### config.mk
export PLATFORM = sky130hd
export DESIGN_NAME = sumador_serial_flat
export DESIGN_NICKNAME = d
export VERILOG_FILES = /design/src/rtl/sumador_serial_pkg.sv /design/src/rtl/sumador_serial_if.sv /design/src/rtl/sumador_serial_sumador_completo.sv /design/src/rtl/sumador_serial.sv /design/src/flat_wrapper.sv
export SDC_FILE = /design/constraint.sdc
export NUM_CORES = 1
export LEC_CHECK = 0
export BUFFER_PORTS_ARGS = -buffer_cell sky130_fd_sc_hd__buf_2
export CAP_MARGIN = 0
export CORE_AREA = 2 2 64 66
export CTS_CLUSTER_SIZE = 28
export DETAILED_ROUTE_END_ITERATION = 10
export DIE_AREA = 0 0 66 68
export PLACE_DENSITY = 0.64
export SYNTH_ARGS = -nofsm -noshare
export SYNTH_HDL_FRONTEND = slang
export SYNTH_SLANG_ARGS = --single-unit
### constraint.sdc
create_clock -name clk -period 1.82 [get_ports clk]
set_input_delay 0.091 -clock clk [delete_from_list [all_inputs] [get_ports clk]]
set_output_delay 0.091 -clock clk [all_outputs]
set_load 0.1 [all_outputs]
### src/rtl/sumador_serial_pkg.sv
// Shared types and constants for the bit-serial adder.
// State encoding is fixed so waveforms and debug tools agree on values.
package sumador_serial_pkg;

    localparam int ANCHO_DEF = 8;

    typedef enum logic [1:0] {
        REPOSO  = 2'd0,
        CALCULO = 2'd1,
        FIN     = 2'd2
    } estado_t;

    // Bit counter width: clog2(ancho), never narrower than one bit.
    function automatic int ancho_contador(input int ancho);
        return (ancho > 1) ? $clog2(ancho) : 1;
    endfunction

endpackage

### src/rtl/sumador_serial_if.sv
// Start/operand/result bundle of the bit-serial adder.
// master drives the request and reads the result; slave is the adder.
interface sumador_serial_if
    import sumador_serial_pkg::*;
#(
    parameter int ANCHO = ANCHO_DEF
) ();

    logic             inicio;
    logic [ANCHO-1:0] x;
    logic [ANCHO-1:0] y;
    logic             acarreo_entrada;
    logic [ANCHO-1:0] suma;
    logic             acarreo_salida;
    logic             ocupado;
    logic             listo;

    modport master (
        output inicio, x, y, acarreo_entrada,
        input  suma, acarreo_salida, ocupado, listo
    );

    modport slave (
        input  inicio, x, y, acarreo_entrada,
        output suma, acarreo_salida, ocupado, listo
    );

endinterface

### src/rtl/sumador_serial_sumador_completo.sv
// Combinational one-bit full adder cell fed by the serial adder.
// Zero latency; no flow control.
module Sumador_Completo (
    input  logic X,
    input  logic Y,
    input  logic AcarreoEntrada,
    output logic Salida,
    output logic AcarreoSalida
);

    assign Salida        = X ^ Y ^ AcarreoEntrada;
    assign AcarreoSalida = (X & Y) | (X & AcarreoEntrada) | (Y & AcarreoEntrada);

endmodule

### src/rtl/sumador_serial.sv
// Bit-serial ANCHO-bit adder: one full-adder cell, LSB first, one bit per clock.
// Result and one-cycle listo land ANCHO cycles after the accepted start edge.
module sumador_serial
    import sumador_serial_pkg::*;
#(
    parameter int ANCHO = ANCHO_DEF
) (
    input  logic             clk,
    input  logic             rst,
    sumador_serial_if.slave  bus
);

    localparam int             CW     = ancho_contador(ANCHO);
    localparam logic [CW-1:0]  ULTIMO = CW'(ANCHO - 1);

    estado_t          estado_q, estado_d;
    logic [ANCHO-1:0] reg_x_q, reg_x_d;
    logic [ANCHO-1:0] reg_y_q, reg_y_d;
    logic [ANCHO-1:0] acc_q, acc_d;
    logic [ANCHO-1:0] suma_q, suma_d;
    logic [CW-1:0]    cnt_q, cnt_d;
    logic             carry_q, carry_d;
    logic             cout_q, cout_d;
    logic             ocupado_q, ocupado_d;
    logic             listo_q, listo_d;

    logic             bit_suma;
    logic             bit_carry;
    logic [ANCHO-1:0] acc_sig;
    logic             arranque;

    Sumador_Completo u_celda (
        .X              (reg_x_q[0]),
        .Y              (reg_y_q[0]),
        .AcarreoEntrada (carry_q),
        .Salida         (bit_suma),
        .AcarreoSalida  (bit_carry)
    );

    // Sum bits enter at the MSB so after ANCHO shifts the word is aligned.
    assign acc_sig  = (acc_q >> 1) | (ANCHO'(bit_suma) << (ANCHO - 1));
    assign arranque = bus.inicio && ((estado_q == REPOSO) || (estado_q == FIN));

    always_comb begin
        estado_d  = estado_q;
        reg_x_d   = reg_x_q;
        reg_y_d   = reg_y_q;
        acc_d     = acc_q;
        suma_d    = suma_q;
        cnt_d     = cnt_q;
        carry_d   = carry_q;
        cout_d    = cout_q;
        ocupado_d = ocupado_q;
        listo_d   = 1'b0;

        case (estado_q)
            REPOSO, FIN: begin
                if (arranque) begin
                    reg_x_d   = bus.x;
                    reg_y_d   = bus.y;
                    carry_d   = bus.acarreo_entrada;
                    acc_d     = '0;
                    cnt_d     = '0;
                    ocupado_d = 1'b1;
                    estado_d  = CALCULO;
                end else begin
                    estado_d  = REPOSO;
                end
            end
            CALCULO: begin
                reg_x_d = reg_x_q >> 1;
                reg_y_d = reg_y_q >> 1;
                acc_d   = acc_sig;
                carry_d = bit_carry;
                cnt_d   = cnt_q + CW'(1);
                if (cnt_q == ULTIMO) begin
                    suma_d    = acc_sig;
                    cout_d    = bit_carry;
                    listo_d   = 1'b1;
                    ocupado_d = 1'b0;
                    estado_d  = FIN;
                end
            end
            default: estado_d = REPOSO;
        endcase
    end

    always_ff @(posedge clk or posedge rst) begin
        if (rst) begin
            estado_q  <= REPOSO;
            reg_x_q   <= '0;
            reg_y_q   <= '0;
            acc_q     <= '0;
            suma_q    <= '0;
            cnt_q     <= '0;
            carry_q   <= 1'b0;
            cout_q    <= 1'b0;
            ocupado_q <= 1'b0;
            listo_q   <= 1'b0;
        end else begin
            estado_q  <= estado_d;
            reg_x_q   <= reg_x_d;
            reg_y_q   <= reg_y_d;
            acc_q     <= acc_d;
            suma_q    <= suma_d;
            cnt_q     <= cnt_d;
            carry_q   <= carry_d;
            cout_q    <= cout_d;
            ocupado_q <= ocupado_d;
            listo_q   <= listo_d;
        end
    end

    assign bus.suma           = suma_q;
    assign bus.acarreo_salida = cout_q;
    assign bus.ocupado        = ocupado_q;
    assign bus.listo          = listo_q;

endmodule

### src/flat_wrapper.sv
// flat-port wrapper written by rule: the top's interface ports become plain ports
module sumador_serial_flat import sumador_serial_pkg::*;
#(
    parameter int ANCHO = ANCHO_DEF
)
  (clk, rst, bus_inicio, bus_x, bus_y, bus_acarreo_entrada, bus_suma, bus_acarreo_salida, bus_ocupado, bus_listo);
  sumador_serial_if #(.ANCHO(ANCHO)) bus_i ();
  input  logic clk;
  input  logic rst;
  input wire logic [$bits(bus_i.inicio)-1:0] bus_inicio;
  input wire logic [$bits(bus_i.x)-1:0] bus_x;
  input wire logic [$bits(bus_i.y)-1:0] bus_y;
  input wire logic [$bits(bus_i.acarreo_entrada)-1:0] bus_acarreo_entrada;
  output wire logic [$bits(bus_i.suma)-1:0] bus_suma;
  output wire logic [$bits(bus_i.acarreo_salida)-1:0] bus_acarreo_salida;
  output wire logic [$bits(bus_i.ocupado)-1:0] bus_ocupado;
  output wire logic [$bits(bus_i.listo)-1:0] bus_listo;
  assign bus_i.inicio = bus_inicio;
  assign bus_i.x = bus_x;
  assign bus_i.y = bus_y;
  assign bus_i.acarreo_entrada = bus_acarreo_entrada;
  assign bus_suma = bus_i.suma;
  assign bus_acarreo_salida = bus_i.acarreo_salida;
  assign bus_ocupado = bus_i.ocupado;
  assign bus_listo = bus_i.listo;
  sumador_serial #(.ANCHO(ANCHO)) u_core (.clk(clk), .rst(rst), .bus(bus_i));
endmodule
* Word level (Yosys, flattened, before mapping)
Index checks and enable logic that the tools add are counted.
Word-level totals: output and inout bits 11, bits in registers 41, logic and storage cells 50
Cells by class: equal/unequal tests 5, add/subtract/negate cells 1, muxes and demuxes 18, reductions and logical operators 8, bitwise gates (word level) 8
Operator list (number):
- 8-bit one-hot mux with 2 select lines | 3
- 8-bit 2-to-1 mux | 3
- 7-bit by 8-bit OR with 8-bit output | 1
- 1-bit 2-to-1 mux | 6
- 3-bit one-hot mux with 2 select lines | 1
- 2-bit by 1-bit != test with 1-bit output (second input constant) | 2
- 1-bit one-hot mux with 2 select lines | 2
- 2-bit one-hot mux with 2 select lines | 1
- 2-bit AND reduction | 2
- 3-bit by 1-bit adder with 3-bit output (second input constant) | 1
- 1-bit AND | 3
- 3-bit equality test (second input constant) | 1
- 3-bit 2-to-1 mux | 1
- 3-bit AND reduction | 1
- 2-bit by 1-bit equality test with 1-bit output (second input constant) | 1
- 2-bit equality test (second input constant) | 1
- 2-bit logical NOT | 1
- 2-bit 2-to-1 mux | 1
- 1-bit OR | 2
- 2-bit nonzero test | 1
- 2-bit OR reduction | 1
- 1-bit XOR | 2
- 1-bit logical AND | 1
- 1-bit logical OR | 1

* Depth between registers and ports, before layout
Gate-level depths: netlist of run 1.
depth in word-level cells 5, mapped depth 6

* By module
A second synthesis of run 1 with hierarchy kept.
Second synthesis, totals: cells, all modules 135, area, all modules 1667.8 sq um
By module, submodules not included:
- sumador_serial | cells an instance 134, area each 1647.8 sq um, seq. area each 1001.0 sq um, times used 1
- Sumador_Completo | cells an instance 1, area each 20.0 sq um, seq. area each 0.0 sq um, times used 1

* Worst setup path before layout of run 1
No wires, ideal clock.
path type register to register, start register u_core.cnt_q[0], end register u_core.suma_q[7] (netlist: u_core.bus.suma[7]), buffers on the path 0, library setup time 0.128 ns, slack 0.458 ns, data arrival time 1.234 ns, cell stages (with the launch flop) 6, cells stage by stage dfrtp_1 ha_1 ha_1 nand2_4 inv_2 mux2_1
Between the ends: cells in the longest elaborated chain, start to end 2
RTL lines:
- start: declaration | line sumador_serial.sv:21 | logic [CW-1:0] cnt_q, cnt_d;
- start signal: assignment | line sumador_serial.sv:106 | cnt_q <= cnt_d;
- 3-bit equality test | line sumador_serial.sv:76 | if (cnt_q == ULTIMO) begin
- 2-bit AND reduction (no source line)
- end signal: assignment | line sumador_serial.sv:105 | suma_q <= suma_d;
- end: declaration | line sumador_serial.sv:20 | logic [ANCHO-1:0] suma_q, suma_d;
Every way passes these cells. A chain may end at the register's enable or synchronous reset.

* Final worst setup path of run 1
Same ends and word-level chain as after synthesis.

==> results of run 1 <==
==> logic make-up after synthesis <==
family | after synthesis | synth area share
and+or+nand+nor | 37 | 0.117
adders and majority gates | 3 | 0.0270
AOI/OAI and AO/OA | 31 | 0.131
buffers and inverters | 12 | 0.0383
DFF | 40 | 0.601
muxes | 13 | 0.0856
==> registers in the layout (all words and copies together) (netlist names) <==
name,flops
u_core.bus.suma,8
u_core.reg_x_q,8
u_core.reg_y_q,8
u_core.acc_q,7
u_core.cnt_q,3
u_core.estado_q,2
u_core.bus.acarreo_salida,1
u_core.bus.listo,1
u_core.bus.ocupado,1
u_core.carry_q,1
==> where the power goes <==
group          total, mW  switching, mW  internal, mW
logic               1.95           1.31         0.632
clock network      0.710          0.303         0.407
registers           1.56          0.272          1.29
total               4.22           1.89          2.33
==> layer usage <==
layer / wire (microns) / part of all wire / GRT usage / up-vias
met3: 193 / 0.062 / 0.0576 / 4
li1: - / - / - / 553
met4: 65 / 0.021 / 0.0765 / 0
met1: 1330 / 0.42 / 0.200 / 550
met2: 1540 / 0.49 / 0.280 / 39
met5: 0 / 0 / 0 / -
==> timing repair <==
action,CTS,global route
hold buffers,1,0
setup buffers,0,0
hold endpoints to repair,40,0
==> Yosys cell counts <==
cell / n / share of area
a211oi_1: 3 / 0.014
a21oi_1: 3 / 0.0090
a22o_1: 11 / 0.058
buf_2: 6 / 0.018
buf_4: 3 / 0.014
dfrtp_1: 40 / 0.60
fa_1: 1 / 0.012
ha_1: 2 / 0.015
inv_1: 2 / 0.0045
inv_2: 1 / 0.0023
mux2_1: 9 / 0.061
mux2_2: 1 / 0.0068
mux2i_1: 3 / 0.018
nand2_4: 1 / 0.0068
nand2b_1: 2 / 0.0075
nand3_1: 1 / 0.0030
nor2_1: 15 / 0.034
nor2_4: 1 / 0.0068
nor2b_1: 4 / 0.015
nor2b_4: 1 / 0.0083
nor3_1: 12 / 0.036
o21ai_0: 2 / 0.0060
o22ai_1: 12 / 0.045
==> path summary, 6_finish.rpt <==
path,endpoint,slack (ns),start,depth (start not counted)
setup reg to reg,u_core.bus.suma[7],0.37,u_core.cnt_q[0],5
hold reg to reg,u_core.bus.suma[7],0.49,u_core.bus.suma[7],1
setup / recovery,u_core.bus.suma[7],0.37,u_core.cnt_q[0],5
min in group asynchronous,u_core.reg_x_q[1],0.45,rst,4
hold / removal,u_core.reg_y_q[7],0.03,bus_y[7],2
max in group asynchronous,u_core.bus.suma[0],1.02,rst,4
==> final cells by class <==
class	instances	share of cell area
tap	50	0.0317
clock inverter	2	0.0177
clock buffer	6	0.0368
multi-input combinational	84	0.305
inverter	3	0.00570
timing repair buffer	35	0.0963
sequential	40	0.507
==> through the flow <==
step	hold slack (ns)	utilization	cell area [sq um]
6_report	0.0294	0.512	1970
5_1_grt	0.0353	0.512	1970
4_1_cts	0.0152	0.512	1970
3_5_place_dp	0.239	0.482	1860
3_3_place_gp	0.232	0.482	1860
2_1_floorplan	0.231	-	1670
==> worst max-delay path: cells and delay by family (launching register included) <==
kind                     cells  cell delay (ns)
adder cells (fa/ha/maj)      2             0.43
AND/OR/NAND/NOR              1             0.15
flip-flops                   1             0.40
multiplexers                 1             0.30
buffers and inverters        1             0.06
==> impl_results.md, run 1 <==
- Top cell by count, worst path: ha_1
- Period minus WS final: 1.45 ns
- Hpwl dp: 2.22 mm
- Commonest non-fill, non-tap cell in the layout: dfrtp_1
- Fillers: 368
- Placed Cells: 211
- CTS Buffer Depth: 2
- Synthesized area: 0.00167 sq mm
- Cell variety after synth: 23
- Nets: 192
- Post-route ant nets: 0
- Fraction of layout cells with a size suffix above 1: 0.271
- CORE AREA: 0.00386 sq mm
- # rows: 23
- Sequential-to-total area share from yosys stat: 0.601
- Cells after Synth: 136
- Inserted Clock Buffers: 5
- Leakage: 0.935 nW
- Largest net degree at the start of global routing: 41
- Worst-Skew Late Latency: 0.29 ns
- Synth Register Bits: 40
- Clock-pin slew on the worst setup and hold paths: 0.08 ns
- CTS tree: done
- Worst slew pin tran: 0.524 ns
- First-pass GRT wire length: 5.47 mm
- Setup WS post-layout: 0.369 ns
- Root Buffer Master: clkbuf_8
- DR vias/cell: 5.21
- Diode count: 0
- DRT Pass-1 Iters: 4
- Area of the multi-input gates: 602 sq um
- Worst clock skew: 0.00802 ns
- Crit-path max cell delay: 0.40 ns
- Pins Over Slew Limit: 0
- Drt wl/cell: 14.2 microns
- CP arrival: 1.63 ns
- Drt initial violations: 95
- Post-route DRC: 0
- Area grow syn2layout: 18.5%
- Clk sinks: 40
- Antenna violations before repair: 0
- PwrDens: 2140 mW/mm^2
- Final Hold Violating Endpoints: 0
- Hold Crit Class: in -> reg
- Vias post-DR: 1,146
- Die Area: 0.00449 sq mm
- CTS resizes: 0
- Power Total: 4.22 mW
- Die H: 68 microns
- Kind of critical path: reg -> reg
- GRT Residual Overflow: 0
- Register area: 0.00100 sq mm
- Syn nets: 159
- H-tree levels: 2
- Max Freq: 689 MHz
- CP cell instances: ha_1, ha_1, nand2_4, inv_2, mux2_1
- Max_cap viols: 0
- Worst path required time: 2.00 ns
- Critical Path End Type: register
- Syn_area_per_cell: 12.3 sq um
- Tcrit/Tclk final: 0.797
- Routed WL: 3.13 mm
- Non-Filler Instances: 220
- Ports: 31
- Initial Util: 0.432
- Relative slew slack: 0.651
- Critical path's slowest cell: dfrtp_1
- RSZ-0062 raised after global routing: false
- Synth warn: 0
- Run status: finished, final reports clean
- Final setup fails: 0
- Commonest non-fill, non-tap cells in the layout: 40 x dfrtp_1, 30 x buf_2, 15 x nor2_1, 12 x o22ai_1, 12 x nor3_1
- Total track usage: 0.169
- # port buffers: 30
- Startpoint Class: register
- DP Worst Slack: 0.369 ns
- CP Max Fanout: 10
- Number of global-route vias before repair: 1,196
- Gpl congestion: 0.704
- Chip width: 66 microns
- VDD IR-drop max: 0.667 mV
- Setup TNS: 0 ns
(Power assumes the default switching activity.)
==> inputs of run 2 (changes only) <==
ABC_AREA = 1   (was not set)
CORE_AREA = 2 2 68 70   (was 2 2 64 66)
DIE_AREA = 0 0 70 72   (was 0 0 66 68)
clock period = 1.3 ns   (was 1.82 ns; I/O delays follow)
==> run 2 against run 1 <==
  * Synthesized cell count grew 65%
  * Non-clock buffer count grew 10
  * Clock skew shrank 0.0018 ns
  * Combinational power grew 84%
  * Area after synthesis grew 11%
  * Fmax grew 17%
  * Worst hold slack gained 0.015 ns
  * Critical path depth grew 2
  * Register-to-register slack lost 0.31 ns
  * Via count grew 27%
==> impl_results.md, run 2 <==
- Run status: finished, final reports clean (unchanged)
- Post-route ant nets: 0 (unchanged)
- Adder-Cell Fraction of Synth Area: 0.0243 (was 0.0270)
- Number of global-route vias before repair: 1,426 (was 1,196)
- Cell variety after synth: 17 (was 23)
- Diode count: 0 (unchanged)
- Complex-gate fraction of the synthesized area: 0.0514 (was 0.131)
- Reg-to-reg startpoint: u_core.cnt_q[0] (unchanged)
- Synth warn: 0 (unchanged)
- Synth top area share: 0.541 (was 0.601)
- Final Hold Violating Endpoints: 0 (unchanged)
- Syn nets: 248 (was 159)
- Cell taking the most area after synthesis: dfrtp_1 (unchanged)
- Drt wl/cell: 11.6 microns (was 14.2 microns)
- Die Area: 0.00504 sq mm (was 0.00449 sq mm)
- Tcrit/Tclk final: 0.955 (was 0.797)
- Nets: 290 (was 192)
- Area grow syn2layout: 25.8% (was 18.5%)
- RSZ-0062 raised after global routing: false (unchanged)
- Commonest non-fill, non-tap cell in the layout: nand2_1 (was dfrtp_1)
- Synthesized area: 0.00185 sq mm (was 0.00167 sq mm)
- H-tree levels: 2 (unchanged)
- Post-route DRC: 0 (unchanged)
- CP Max Fanout: 5 (was 10)
- Drt initial violations: 64 (was 95)
- Ports: 31 (unchanged)
- Synth area leaders: dfrtp_1 54%, nand2_1 15%, inv_1 8.1% (was dfrtp_1 60%, mux2_1 6.1%, a22o_1 5.8%)
- Simple-Gate Fraction of Synth Area: 0.255 (was 0.117)
- # port buffers: 30 (unchanged)
- Hold Crit Start: bus_inicio (was bus_y[7])
- Routed WL: 3.71 mm (was 3.13 mm)
- PwrDens: 2960 mW/mm^2 (was 2140 mW/mm^2)
- Mux contribution to synthesized area: 0 (was 0.0856)
- Dominant synthesized flop cell: dfrtp_1 (unchanged)
- Largest net degree at the start of global routing: 41 (unchanged)
- Worst clock skew: 0.00625 ns (was 0.00802 ns)
- Max Freq: 806 MHz (was 689 MHz)
- Syn_area_per_cell: 8.22 sq um (was 12.3 sq um)
- Max_cap viols: 0 (unchanged)
- Clock-pin slew on the worst setup and hold paths: 0.08 ns (about the same)
- Root Buffer Master: clkbuf_8 (unchanged)
- Gpl congestion: 0.743 (was 0.704)
- Count leader, synth: nand2_1 (was dfrtp_1)
- Hpwl dp: 2.38 mm (was 2.22 mm)
- Post-synth ARST share: 1.00 (unchanged)
- Largest family of logic cells by synthesized area: simple AND/OR/NAND/NOR gates (was compound AO/OA/AOI/OAI gates)
- Setup TNS: 0 ns (unchanged)
- Hold Crit Class: in -> reg (unchanged)
- Sequential-to-total area share from yosys stat: 0.541 (was 0.601)
- CTS tree: done (unchanged)
- Non-Filler Instances: 319 (was 220)
- Worst slew pin tran: 0.513 ns (was 0.524 ns)
- Leakage: 1.33 nW (was 0.935 nW)
- Total track usage: 0.154 (was 0.169)
- Worst r2r dst: u_core.bus.suma[7] (unchanged)
- Hold slack final: 0.0445 ns (was 0.0294 ns)
- Hold path cells: 3 (was 2)
- Die H: 72 microns (was 68 microns)
- CP arrival: 1.43 ns (was 1.63 ns)
- Antenna violations before repair: 0 (unchanged)
- CTS Buffer Depth: 2 (unchanged)
- VDD IR-drop max: 1.18 mV (was 0.667 mV)
- Worst-Skew Late Latency: 0.29 ns (about the same)
- GRT Residual Overflow: 0 (unchanged)
- Cells after Synth: 225 (was 136)
- Post-synth EDFFs: 0 (unchanged)
- Post-Synth XOR/XNOR Area: 0 (unchanged)
- Reg2reg setup slack: 0.06 ns (was 0.37 ns)
- Hold endpoint: u_core.bus.ocupado (was u_core.reg_y_q[7])
- DR vias/cell: 4.57 (was 5.21)
- Inserted Clock Buffers: 5 (unchanged)
- CORE AREA: 0.00426 sq mm (was 0.00386 sq mm)
- Final setup fails: 0 (unchanged)
- Pins Over Slew Limit: 0 (unchanged)
- Clk sinks: 40 (unchanged)
- Chip width: 70 microns (was 66 microns)
- Initial Util: 0.434 (was 0.432)
- Worst path required time: 1.49 ns (was 2.00 ns)
- Commonest cells post-synth: 74 x nand2_1, 40 x dfrtp_1, 40 x inv_1 (was 40 x dfrtp_1, 15 x nor2_1, 12 x nor3_1, 12 x o22ai_1, 11 x a22o_1)
- DRT Pass-1 Iters: 4 (unchanged)
- Startpoint Class: register (unchanged)
- Vias post-DR: 1,457 (was 1,146)
- Kind of critical path: reg -> reg (unchanged)
- Period minus WS final: 1.24 ns (was 1.45 ns)
- Synth Register Bits: 40 (unchanged)
- # rows: 24 (was 23)
- Fraction of layout cells with a size suffix above 1: 0.221 (was 0.271)
- Critical Path End Type: register (unchanged)
- First-pass GRT wire length: 6.14 mm (was 5.47 mm)
- Commonest non-fill, non-tap cells in the layout: 73 x nand2_1, 40 x inv_1, 40 x dfrtp_1, 30 x nand3_1, 30 x buf_2 (was 40 x dfrtp_1, 30 x buf_2, 15 x nor2_1, 12 x o22ai_1, 12 x nor3_1)
- Worst Reg-to-Reg Cells: 7 (was 5)
- Placed Cells: 305 (was 211)
- Relative slew slack: 0.658 (was 0.651)
-- run 2: cell types whose count changed after synthesis, sizes merged, moves of 12 or more --
cell and change:
nand2 +76, nand3 +29, o21ai +16, nor3 -12
inv +41, nor2 -14, o22ai -12
-- run 2: area by class of cell --
cell class	instances	area [sq um]
clock buffers	5	68.8
clock inverters	2	60.1
fillers	433	1940
inverters	44	168
multi-input cells	131	622
flip-flops and latches	40	1000
well taps	52	65.1
repair buffers	45	343
-- run 2: kinds of logic (layout without fill, tap and decap cells) --
family / after synthesis / in the layout
fa+ha+maj: 3 / 3
flops: 40 / 40
compound gates: 19 / 19
simple gates: 109 / 109
buf+inv: 54 / 96
-- run 2: repair_timing --
action / 4_1_cts / 5_1_grt
gates cloned: 0 / 2
endpoints found under the hold margin: 42 / 0
setup endpoints to repair: 1 / 5
hold buffers: 3 / 0
gates resized for setup: 0 / 3
pin swaps: 0 / 1
buffers inserted: 1 / 1
-- run 2: routing by layer --
| metal | track usage | vias to the layer above | share of wire |
|---|---|---|---|
| li1 | - | 762 | - |
| met1 | 0.187 | 653 | 0.46 |
| met2 | 0.267 | 35 | 0.47 |
| met3 | 0.0361 | 7 | 0.048 |
| met4 | 0.0641 | 0 | 0.017 |
| met5 | 0 | - | 0 |
-- run 2: how the worst max path moves through the flow --
stage / to / slack, ns / from
5_1_grt: u_core.bus.suma[7] / 0.0001 / u_core.cnt_q[0]
4_1_cts: u_core.bus.suma[7] / 0.01 / u_core.cnt_q[0]
2_1_floorplan: u_core.bus.suma[7] / 0.10 / u_core.cnt_q[0]
3_3_place_gp: u_core.bus.suma[7] / 0.05 / u_core.cnt_q[0]
6_report: u_core.bus.suma[7] / 0.06 / u_core.cnt_q[0]
3_5_place_dp: u_core.bus.suma[7] / 0.01 / u_core.cnt_q[0]
-- run 2: critical path, cell delays in order, from the launching register on --
cell	delay (ns)
dfrtp_1	0.39
ha_1	0.21
ha_2	0.20
nand2_4	0.11
buf_12	0.12
inv_2	0.03
nand2_1	0.04
nand2_1	0.05
-- run 2: report_power, final --
| group | internal, mW | switching (mW) | leakage (nW) |
|---|---|---|---|
| logic | 1.12 | 2.45 | 0.772 |
| clock network | 0.756 | 0.425 | 0.0642 |
| registers | 1.82 | 0.306 | 0.496 |
| total | 3.70 | 3.19 | 1.33 |
-- run 2: metrics by stage --
step	util	worst slack (ns)	total power [mW]	instance area (sq um)
2_1_floorplan	-	0.103	4.87	1850
3_3_place_gp	0.491	0.0480	5.56	2090
3_5_place_dp	0.491	0.0139	5.63	2090
4_1_cts	0.530	0.0137	6.86	2260
5_1_grt	0.546	0.000120	7.40	2330
6_report	0.546	0.0591	6.88	2330
==> inputs of run 3 (changes only) <==
CORE_AREA = 2 2 64 66   (was 2 2 68 70)
DIE_AREA = 0 0 66 68   (was 0 0 70 72)
PLACE_DENSITY = 0.72   (was 0.64)
==> run 3 against run 2 <==
  * Critical path depth decreased by 1
  * Fmax increased by 1.7%
  * Sequential power about the same
  * Critical path type unchanged
  * Highest routed layer unchanged
  * Wire length decreased by 3.2%
==> impl_results.md, run 3 (same netlist as run 2, synthesis figures left out) <==
- Initial Util: 0.480 (was 0.434)
- Drt initial violations: 95 (was 64)
- Tcrit/Tclk final: 0.939 (was 0.955)
- Pins Over Slew Limit: 0 (unchanged)
- Final setup fails: 0 (unchanged)
- Top cell by count, worst path: ha_2 (was nand2_1)
- Startpoint Class: register (unchanged)
- RSZ-0062 raised after global routing: false (unchanged)
- Hpwl dp: 2.28 mm (was 2.38 mm)
- Chip width: 66 microns (was 70 microns)
- Die H: 68 microns (was 72 microns)
- Number of global-route vias before repair: 1,368 (was 1,426)
- Critical Path End Type: register (unchanged)
- Setup WS post-layout: 0.0793 ns (was 0.0591 ns)
- Post-route ant nets: 0 (unchanged)
- Vias post-DR: 1,463 (was 1,457)
- Drt wl/cell: 11.3 microns (was 11.6 microns)
- VDD IR-drop max: 1.04 mV (was 1.18 mV)
- Antenna violations before repair: 0 (unchanged)
- Diode count: 0 (unchanged)
- First-pass GRT wire length: 5.83 mm (was 6.14 mm)
- Worst path required time: 1.52 ns (was 1.49 ns)
- Critical path's slowest cell: dfrtp_1 (unchanged)
- PwrDens: 2840 mW/mm^2 (was 2960 mW/mm^2)
- GRT Residual Overflow: 0 (unchanged)
- Setup TNS: 0 ns (unchanged)
- Relative slew slack: 0.669 (was 0.658)
- Commonest non-fill, non-tap cell in the layout: nand2_1 (unchanged)
- DR vias/cell: 4.62 (was 4.57)
- Inserted Clock Buffers: 5 (unchanged)
- Die Area: 0.00449 sq mm (was 0.00504 sq mm)
- Root Buffer Master: clkbuf_8 (unchanged)
- Hold Crit Class: in -> reg (unchanged)
- CP Max Fanout: 10 (was 5)
- CP cell instances: ha_2, ha_2, nand2_4, clkbuf_16, nand2_1, o21ai_1 (was ha_1, ha_2, nand2_4, buf_12, inv_2, nand2_1, nand2_1)
- Hold path cells: 3 (unchanged)
- Total track usage: 0.177 (was 0.154)
- CORE AREA: 0.00386 sq mm (was 0.00426 sq mm)
- Fraction of layout cells with a size suffix above 1: 0.221 (unchanged)
- Max_cap viols: 0 (unchanged)
- Crit-path max cell delay: 0.39 ns (about the same)
- DP Worst Slack: 0.0244 ns (was 0.0139 ns)
- CP arrival: 1.44 ns (was 1.43 ns)
- Worst slew pin tran: 0.496 ns (was 0.513 ns)
- Commonest non-fill, non-tap cells in the layout: 73 x nand2_1, 40 x inv_1, 40 x dfrtp_1, 30 x nand3_1, 30 x buf_2 (unchanged)
- Period minus WS final: 1.22 ns (was 1.24 ns)
- # rows: 23 (was 24)
- Worst clock skew: 0.00915 ns (was 0.00625 ns)
- H-tree levels: 2 (unchanged)
- DRT Pass-1 Iters: 4 (unchanged)
- Routed WL: 3.59 mm (was 3.71 mm)
- CTS Buffer Depth: 2 (unchanged)
- Gpl congestion: 0.765 (was 0.743)
- Fillers: 362 (was 433)
- Nets: 290 (unchanged)
- Worst-Skew Late Latency: 0.29 ns (about the same)
- Area grow syn2layout: 23.0% (was 25.8%)
- Clock-pin slew on the worst setup and hold paths: 0.08 ns (about the same)
- Clk sinks: 40 (unchanged)
- Worst Reg-to-Reg Cells: 6 (was 7)
- Ports: 31 (unchanged)
- Largest net degree at the start of global routing: 41 (unchanged)
- CTS tree: done (unchanged)
- Run status: finished, final reports clean (unchanged)
- Post-route DRC: 0 (unchanged)
- Kind of critical path: reg -> reg (unchanged)
- Leakage: 1.31 nW (was 1.33 nW)
- # port buffers: 30 (unchanged)
- Power Total: 6.47 mW (was 6.88 mW)
- Final Hold Violating Endpoints: 0 (unchanged)
- Max Freq: 819 MHz (was 806 MHz)
run 3: changes by cell type in the layout (fill, tap and decap cells not counted):
cell / change
bufinv_16: -2
clkbuf_1: +1
clkinv_2: +1
ha_1: -1
ha_2: +1
run 3: layer usage:
layer	vias up	GRT usage	routed length [microns]
met5	-	0	0
li1	761	-	-
met2	39	0.311	1650
met3	6	0.0559	190
met1	657	0.203	1690
met4	0	0.0689	53
run 3: what timing repair did:
action / CTS / global route
hold endpoints to repair: 42 / 0
setup buffers: 0 / 1
setup endpoints to repair: 0 / 10
resized for setup: 0 / 4
hold buffers: 3 / 0
run 3: critical path: cells and delay by family, from the launching register on:
kind | cells | cell delay, ns
buf+inv | 1 | 0.16
simple gates | 2 | 0.16
compound gates | 1 | 0.07
flops | 1 | 0.39
fa+ha+maj | 2 | 0.38
run 3: worst paths after layout:
kind / start / to / slack (ns)
max: u_core.cnt_q[0] / u_core.bus.suma[3] / 0.08
min: bus_inicio / u_core.bus.ocupado / 0.07
max reg2reg: u_core.cnt_q[0] / u_core.bus.suma[3] / 0.08
min reg2reg: u_core.reg_y_q[1] / u_core.reg_y_q[1] / 0.48
max in group asynchronous: rst / u_core.acc_q[3] / 0.52
min in group asynchronous: rst / u_core.reg_y_q[4] / 0.44
run 3: layout make-up:
type | count | area [sq um] | area share
multi-input combinational | 131 | 624 | 0.274
sequential | 40 | 1000 | 0.440
inverter | 44 | 168 | 0.0737
clock inverter | 1 | 5.00 | 0.00220
clock buffer | 6 | 72.6 | 0.0319
tap | 50 | 62.6 | 0.0275
timing repair buffer | 45 | 343 | 0.151
run 3: power breakdown:
group | internal (mW) | switching, mW
registers | 1.82 | 0.309
logic | 1.12 | 2.46
clock network | 0.364 | 0.397
total | 3.31 | 3.17
run 3: through the flow:
stage	utilization	cell area (sq um)	hold WS (ns)	std cells
6_report	0.590	2280	0.0701	317
5_1_grt	0.590	2280	0.0642	317
4_1_cts	0.572	2210	0.0644	314
3_5_place_dp	0.544	2100	0.219	304
3_3_place_gp	0.544	2100	0.207	304
2_1_floorplan	-	1850	0.192	225
